[config.mk]
export PLATFORM = sky130hd
export DESIGN_NAME = aes_key_expand
export DESIGN_NICKNAME = d
export VERILOG_FILES = /design/src/rtl/aes_pkg.sv /design/src/rtl/aes_sbox.sv /design/src/rtl/aes_key_expand.sv
export SDC_FILE = /design/constraint.sdc
export NUM_CORES = 2
export LEC_CHECK = 0
export CORE_MARGIN = 2
export CORE_UTILIZATION = 45
export CTS_CLUSTER_DIAMETER = 40
export DETAILED_ROUTE_END_ITERATION = 12
export HOLD_SLACK_MARGIN = 0.06
export PLACE_DENSITY = 0.61
export REMOVE_ABC_BUFFERS = 1
export SLEW_MARGIN = 40
export SYNTH_ARGS = -nofsm -noshare
export SYNTH_HDL_FRONTEND = slang
export SYNTH_SLANG_ARGS = --single-unit
[constraint.sdc]
create_clock -name clk -period 18 [get_ports clk]
set_clock_uncertainty 0.1 [all_clocks]
set_input_delay 2.7 -clock clk [delete_from_list [all_inputs] [get_ports clk]]
set_output_delay 2.7 -clock clk [all_outputs]
set_load 0.03 [all_outputs]
[src/rtl/aes_pkg.sv]
// Shared definitions for the AES-128 key schedule: sizes, Rcon constants,
// controller state encoding and the GF(2^8) doubling helper.
package aes_pkg;

  localparam int NR    = 10;
  localparam int NK    = 4;
  localparam int KEY_W = 128;

  localparam logic [7:0] RCON_INIT = 8'h01;
  localparam logic [7:0] RCON_POLY = 8'h1b;

  typedef enum logic [1:0] {IDLE, RUN, DONE} state_e;

  // Multiply by x in GF(2^8) modulo x^8+x^4+x^3+x+1.
  function automatic logic [7:0] xtime(input logic [7:0] b);
    return {b[6:0], 1'b0} ^ (b[7] ? RCON_POLY : 8'h00);
  endfunction

endpackage

[src/rtl/aes_sbox.sv]
// Forward AES S-box, purely combinational. The table is computed from the
// field inverse (x^254) followed by the affine transform, which keeps the
// source short and lets synthesis flatten it into a lookup.
module aes_sbox
  import aes_pkg::*;
(
  input  logic [7:0] byte_i,
  output logic [7:0] byte_o
);

  function automatic logic [7:0] gf_mul(input logic [7:0] a, input logic [7:0] b);
    logic [7:0] p;
    logic [7:0] aa;
    p  = 8'h00;
    aa = a;
    for (int i = 0; i < 8; i++) begin
      if (b[i]) p = p ^ aa;
      aa = xtime(aa);
    end
    return p;
  endfunction

  // a^254 = a^(2+4+...+128); zero maps to zero as AES requires.
  function automatic logic [7:0] gf_inv(input logic [7:0] a);
    logic [7:0] y;
    logic [7:0] r;
    y = a;
    r = 8'h01;
    for (int i = 1; i < 8; i++) begin
      y = gf_mul(y, y);
      r = gf_mul(r, y);
    end
    return r;
  endfunction

  logic [7:0] inv;

  // Inverse then affine map.
  always_comb begin
    inv    = gf_inv(byte_i);
    byte_o = inv ^ {inv[6:0], inv[7]} ^ {inv[5:0], inv[7:6]}
                 ^ {inv[4:0], inv[7:5]} ^ {inv[3:0], inv[7:4]} ^ 8'h63;
  end

endmodule

[src/rtl/aes_key_expand.sv]
// Iterative AES-128 key schedule. Emits round keys 0..NR one per valid/ready
// handshake; each next key is derived from the current one in one cycle.
// Optional round-key store (for reverse-order use in decryption) is enabled
// by defining AES_KEY_STORE_EN.
module aes_key_expand #(
  parameter int NR = aes_pkg::NR
) (
  input  logic                       clk,
  input  logic                       rst,
`ifdef AES_KEY_STORE_EN
  input  logic [3:0]                 rd_idx,
  output logic [0:aes_pkg::KEY_W-1]  rd_key,
`endif
  input  logic                       start,
  input  logic [0:aes_pkg::KEY_W-1]  key,
  output logic                       rk_valid,
  input  logic                       rk_ready,
  output logic [0:aes_pkg::KEY_W-1]  round_key,
  output logic [3:0]                 round_idx,
  output logic                       busy,
  output logic                       done
);
  import aes_pkg::*;

  localparam int          WORD_W   = KEY_W / NK;
  localparam logic [3:0]  LAST_IDX = 4'(NR);

  state_e             state_q;
  logic [0:KEY_W-1]   round_key_q;
  logic [0:KEY_W-1]   round_key_d;
  logic [3:0]         round_idx_q;
  logic [7:0]         rcon_q;
  logic               rk_valid_q;
  logic               busy_q;
  logic               done_q;
  logic               hs;

  logic [0:WORD_W-1]  w0, w1, w2, w3;
  logic [0:WORD_W-1]  rot_w, sub_w, t_w;
  logic [0:WORD_W-1]  n0, n1, n2, n3;

  assign hs = rk_valid_q & rk_ready;

  assign {w0, w1, w2, w3} = round_key_q;
  assign rot_w = {w3[8:WORD_W-1], w3[0:7]};

  for (genvar g = 0; g < 4; g++) begin : g_subword
    aes_sbox u_sbox (
      .byte_i (rot_w[8*g +: 8]),
      .byte_o (sub_w[8*g +: 8])
    );
  end

  // Rcon lands on the first (leftmost) byte of the word.
  assign t_w = sub_w ^ {rcon_q, 24'h000000};
  assign n0  = w0 ^ t_w;
  assign n1  = w1 ^ n0;
  assign n2  = w2 ^ n1;
  assign n3  = w3 ^ n2;
  assign round_key_d = {n0, n1, n2, n3};

  // Controller: loads the key, steps the schedule on each handshake, pulses done.
  always_ff @(posedge clk) begin
    if (rst) begin
      state_q     <= IDLE;
      round_key_q <= '0;
      round_idx_q <= '0;
      rcon_q      <= RCON_INIT;
      rk_valid_q  <= 1'b0;
      busy_q      <= 1'b0;
      done_q      <= 1'b0;
    end else begin
      case (state_q)
        IDLE: begin
          done_q <= 1'b0;
          if (start) begin
            state_q     <= RUN;
            round_key_q <= key;
            round_idx_q <= '0;
            rcon_q      <= RCON_INIT;
            rk_valid_q  <= 1'b1;
            busy_q      <= 1'b1;
          end
        end
        RUN: begin
          if (hs) begin
            if (round_idx_q == LAST_IDX) begin
              state_q    <= DONE;
              rk_valid_q <= 1'b0;
              busy_q     <= 1'b0;
              done_q     <= 1'b1;
            end else begin
              round_key_q <= round_key_d;
              round_idx_q <= round_idx_q + 4'd1;
              rcon_q      <= xtime(rcon_q);
            end
          end
        end
        DONE: begin
          state_q <= IDLE;
          done_q  <= 1'b0;
        end
        default: begin
          state_q    <= IDLE;
          rk_valid_q <= 1'b0;
          busy_q     <= 1'b0;
          done_q     <= 1'b0;
        end
      endcase
    end
  end

  assign rk_valid  = rk_valid_q;
  assign round_key = round_key_q;
  assign round_idx = round_idx_q;
  assign busy      = busy_q;
  assign done      = done_q;

`ifdef AES_KEY_STORE_EN
  logic [0:KEY_W-1] store_q [0:NR];
  logic [0:KEY_W-1] rd_key_q;

  // Capture each round key as it is handed off; contents survive reset.
  always_ff @(posedge clk) begin
    if (!rst && hs) begin
      store_q[round_idx_q] <= round_key_q;
    end
  end

  // Registered read port; out-of-range indices read as zero.
  always_ff @(posedge clk) begin
    if (rst) begin
      rd_key_q <= '0;
    end else if (rd_idx <= LAST_IDX) begin
      rd_key_q <= store_q[rd_idx];
    end else begin
      rd_key_q <= '0;
    end
  end

  assign rd_key = rd_key_q;
`endif

endmodule

==> metrics.md <==
| Metric | Value |
|---|---|
| Commonest cells in the netlist | `xnor2_1, nor2_1, nand2_1` |
| Critical path buffers and inverters | `4` |
| Clock-pin slew on the worst setup and hold paths | `70 ps` |
| Avg WL per Cell | `20.6 um` |
| Largest area contributor in the netlist | `xnor2_1` |
| Initial Util | `45.3%` |
| DP Area | `0.0685 mm^2` |
| R2R setup slack | `roughly 850 ps` |
| Max Freq | `0.0583 GHz` |
| Synth Area in Adders | `0.438%` |
| Die area | `0.141 mm^2` |
| Total gr overflow | `0` |
| RR Startpoint | `round_key[108]` |
| Critical path launch point | `round_key[108]` |
| Total GRT Usage | `29.5%` |
| Setup crit start kind | `register` |
| DR vias | `~62000` |
| Mapped Area | `0.0622 mm^2` |
| Die Width | `376 um` |
| Most frequent CP cell | `xnor3_1` |
| Largest family of logic cells by synthesized area | `XOR/XNOR gates` |
| CTS tree | `done` |
| Worst setup path end | `round_key[69]` |
| Area contributors post-synth | `xnor2_1, xnor3_1, xor2_1` |
| Main synth FF type | `dfxtp_1` |
| Cell Rows | `136` |
| Distinct cell type count after synthesis | `112` |
| Max clock buf depth | `2` |
| Status | `finished, final reports clean` |
| Largest net degree at the start of global routing | `74` |
| PortBufs | `266` |
| CTS H-tree lvls | `4` |
| Global-route wire length before repair | `338 mm` |
| Worst Tran Pin Value | `940 ps` |
| Multiplexer share of the synthesized area | `3.47%` |
| XOR/XNOR share of the synthesized area | `47.2%` |
| Most common cell in the netlist | `xnor2_1` |
| GP Congestion | `approximately 0.95` |
| Final Hold Vio Count | `0` |
| YS warnings | `0` |
| Synth Area in Compound Gates | `19.0%` |
| Slew Limit Fails | `0` |
| Pre-antenna DRT Iters | `6` |
| Final #Nets | `8859` |
| #FFs+latches synth | `144` |
| Initial antenna violation count | `3` |
| DRT iter0 DRCs | `5901` |
| Final wirelength | `217 mm` |
| Worst path slowest cell | `xnor3_2` |
| Height of the chip | `376 um` |
| Hold Path Class | `reg -> reg` |
| Vias in the first global route | `57700` |
| CP peak stage delay | `640 ps` |
| EDFF count, synth | `0` |
| DRC | `0` |
| Reg2reg end | `round_key[69]` |
| CTS sink cnt | `144` |
| Max-cap check violation count | `0` |
| Dpl cells | `roughly 10000` |
| Worst setup path class | `reg -> reg` |
| Final Cycle Share | `95.3%` |
| Top cell type's share of synthesized area | `around a quarter` |
| Sequential area share after synthesis | `roughly 4.6%` |
| Non-Filler Instances | `approximately 11000` |
| R2R cell count | `54` |
| Final std cell area, no fill | `just under 0.07 mm^2` |
| Crit path arrival time | `between 15000 and 20000 ps` |
| Via density | `5.91` |
| Levels on crit path | `54` |
| Crit end category | `register` |
| Worst Path Required | `18300 ps` |
| Clock latency on the worst-skew pair | `560 ps` |
| Critical Path Fanout Max | `18` |
| CTS Buf Count | `17` |
| Post-detailed-route count of antenna-violating nets | `0` |
| CTS Root Buffer Type | `clkbuf_16` |
| Synth async-reset ratio | `0%` |
| Final setup viols | `0` |
| Share of layout cells above drive strength 1 | `about a tenth` |
| Cts-stage hold buffer count | `0` |
| Post-Syn Area per Cell | `7.24 um^2` |
| Simple-gate area share of the yosys netlist | `a little over 20%` |
| I/O pin count | `267` |
| Area growth syn-to-layout | `11.9%` |
| Slew headroom | `between 30% and 40%` |
| DP HPWL | `161 mm` |
| Core area | `between 0.1 and 0.15 mm^2` |
| Syn Inst Count | `approximately 8600` |
| Fin crit period | `17150 ps` |
| CP top delay family | `XOR/XNOR gates` |
| RSZ-0062 raised after global routing | `false` |
per-stage QoR:
| step | setup TNS, ps | hold WS [ps] | worst slack, ps | utilization, % |
|---|---|---|---|---|
| after floorplan | -84140 | 352 | -2580 | - |
| after global placement | -3960 | 368 | -586 | 49.7 |
| after detailed placement | -132 | 371 | -86.4 | 49.9 |
| after CTS | 0 | 389 | 24.9 | 50.3 |
| after global routing | 0 | 396 | 1.93 | 50.7 |
| final | 0 | 388 | 855 | 50.7 |
cells in the final DEF, fill, tap and decap left out, types with 122 or more instances in the layout:
cell type | netlist | final
clkdlybuf4s50_1 | 0 | 265
buf_4 | 18 | 423
nor2_1 | 1184 | 1179
o21ai_0 | 432 | 432
xnor2_2 | 53 | 137
nand3_1 | 194 | 194
xor2_1 | 516 | 487
mux2i_1 | 168 | 168
xnor2_1 | 1696 | 1604
nand2_1 | 940 | 939
a21oi_1 | 555 | 554
nor3_1 | 249 | 245
xnor3_1 | 306 | 301
dfxtp_1 | 144 | 141
o22ai_1 | 122 | 122
layout make-up:
class	count	area, um^2
Timing Repair Buffer	692	5880
Inverter	105	398
Fill cell	13400	67700
Sequential cell	144	2890
Clock buffer	18	439
Antenna cell	2	5.00
Tap cell	1794	2240
Multi-Input combinational cell	7746	57600
Clock inverter	14	120
routing by layer:
| metal | wire [um] | global-route usage [%] |
|---|---|---|
| met2 | 98900 | 47.9 |
| met5 | 27 | 0 |
| met3 | 16200 | 3.93 |
| met4 | 4970 | 7.18 |
| met1 | 96500 | 41.1 |
state kept, by name (all words and copies together), names as in the netlist:
name / flops
round_key: 128
busy: 1
state_q: 2
rcon_q: 8
round_idx: 4
done: 1
worst min-delay path, delay by kind of cell (launching register included):
family / cells / cell delay [ps]
DFF: 1 / 330
AOI/OAI and AO/OA: 1 / 50
and+or+nand+nor: 1 / 60
repair_timing:
| item | in CTS | in global routing |
|---|---|---|
| buffers inserted | 0 | 13 |
| endpoints found under the setup margin | 5 | 41 |
| pin swaps | 0 | 5 |
| gates resized for setup | 1 | 39 |
worst min-delay path by stage:
stage               slack, ps      start  cells after the start   endpoint
floorplan                 350  rcon_q[5]                      2  rcon_q[5]
global placement          370  rcon_q[5]                      2  rcon_q[5]
detailed placement        370       done                      1       done
CTS                       390  rcon_q[5]                      2  rcon_q[5]
global route              400  rcon_q[5]                      2  rcon_q[5]
finish                    390  rcon_q[5]                      2  rcon_q[5]
logic make-up (layout without fill, tap and decap cells):
family,Yosys count,after routing
simple gates,2973,2973
buf+inv,706,829
other cells,0,2
xor+xnor,2668,2668
flops,144,144
fa+ha+maj,22,22
mux,206,206
compound gates,1877,1877
Power is not shown: default switching activity piles up to over one toggle a cycle in this logic, so the estimate is an artifact.
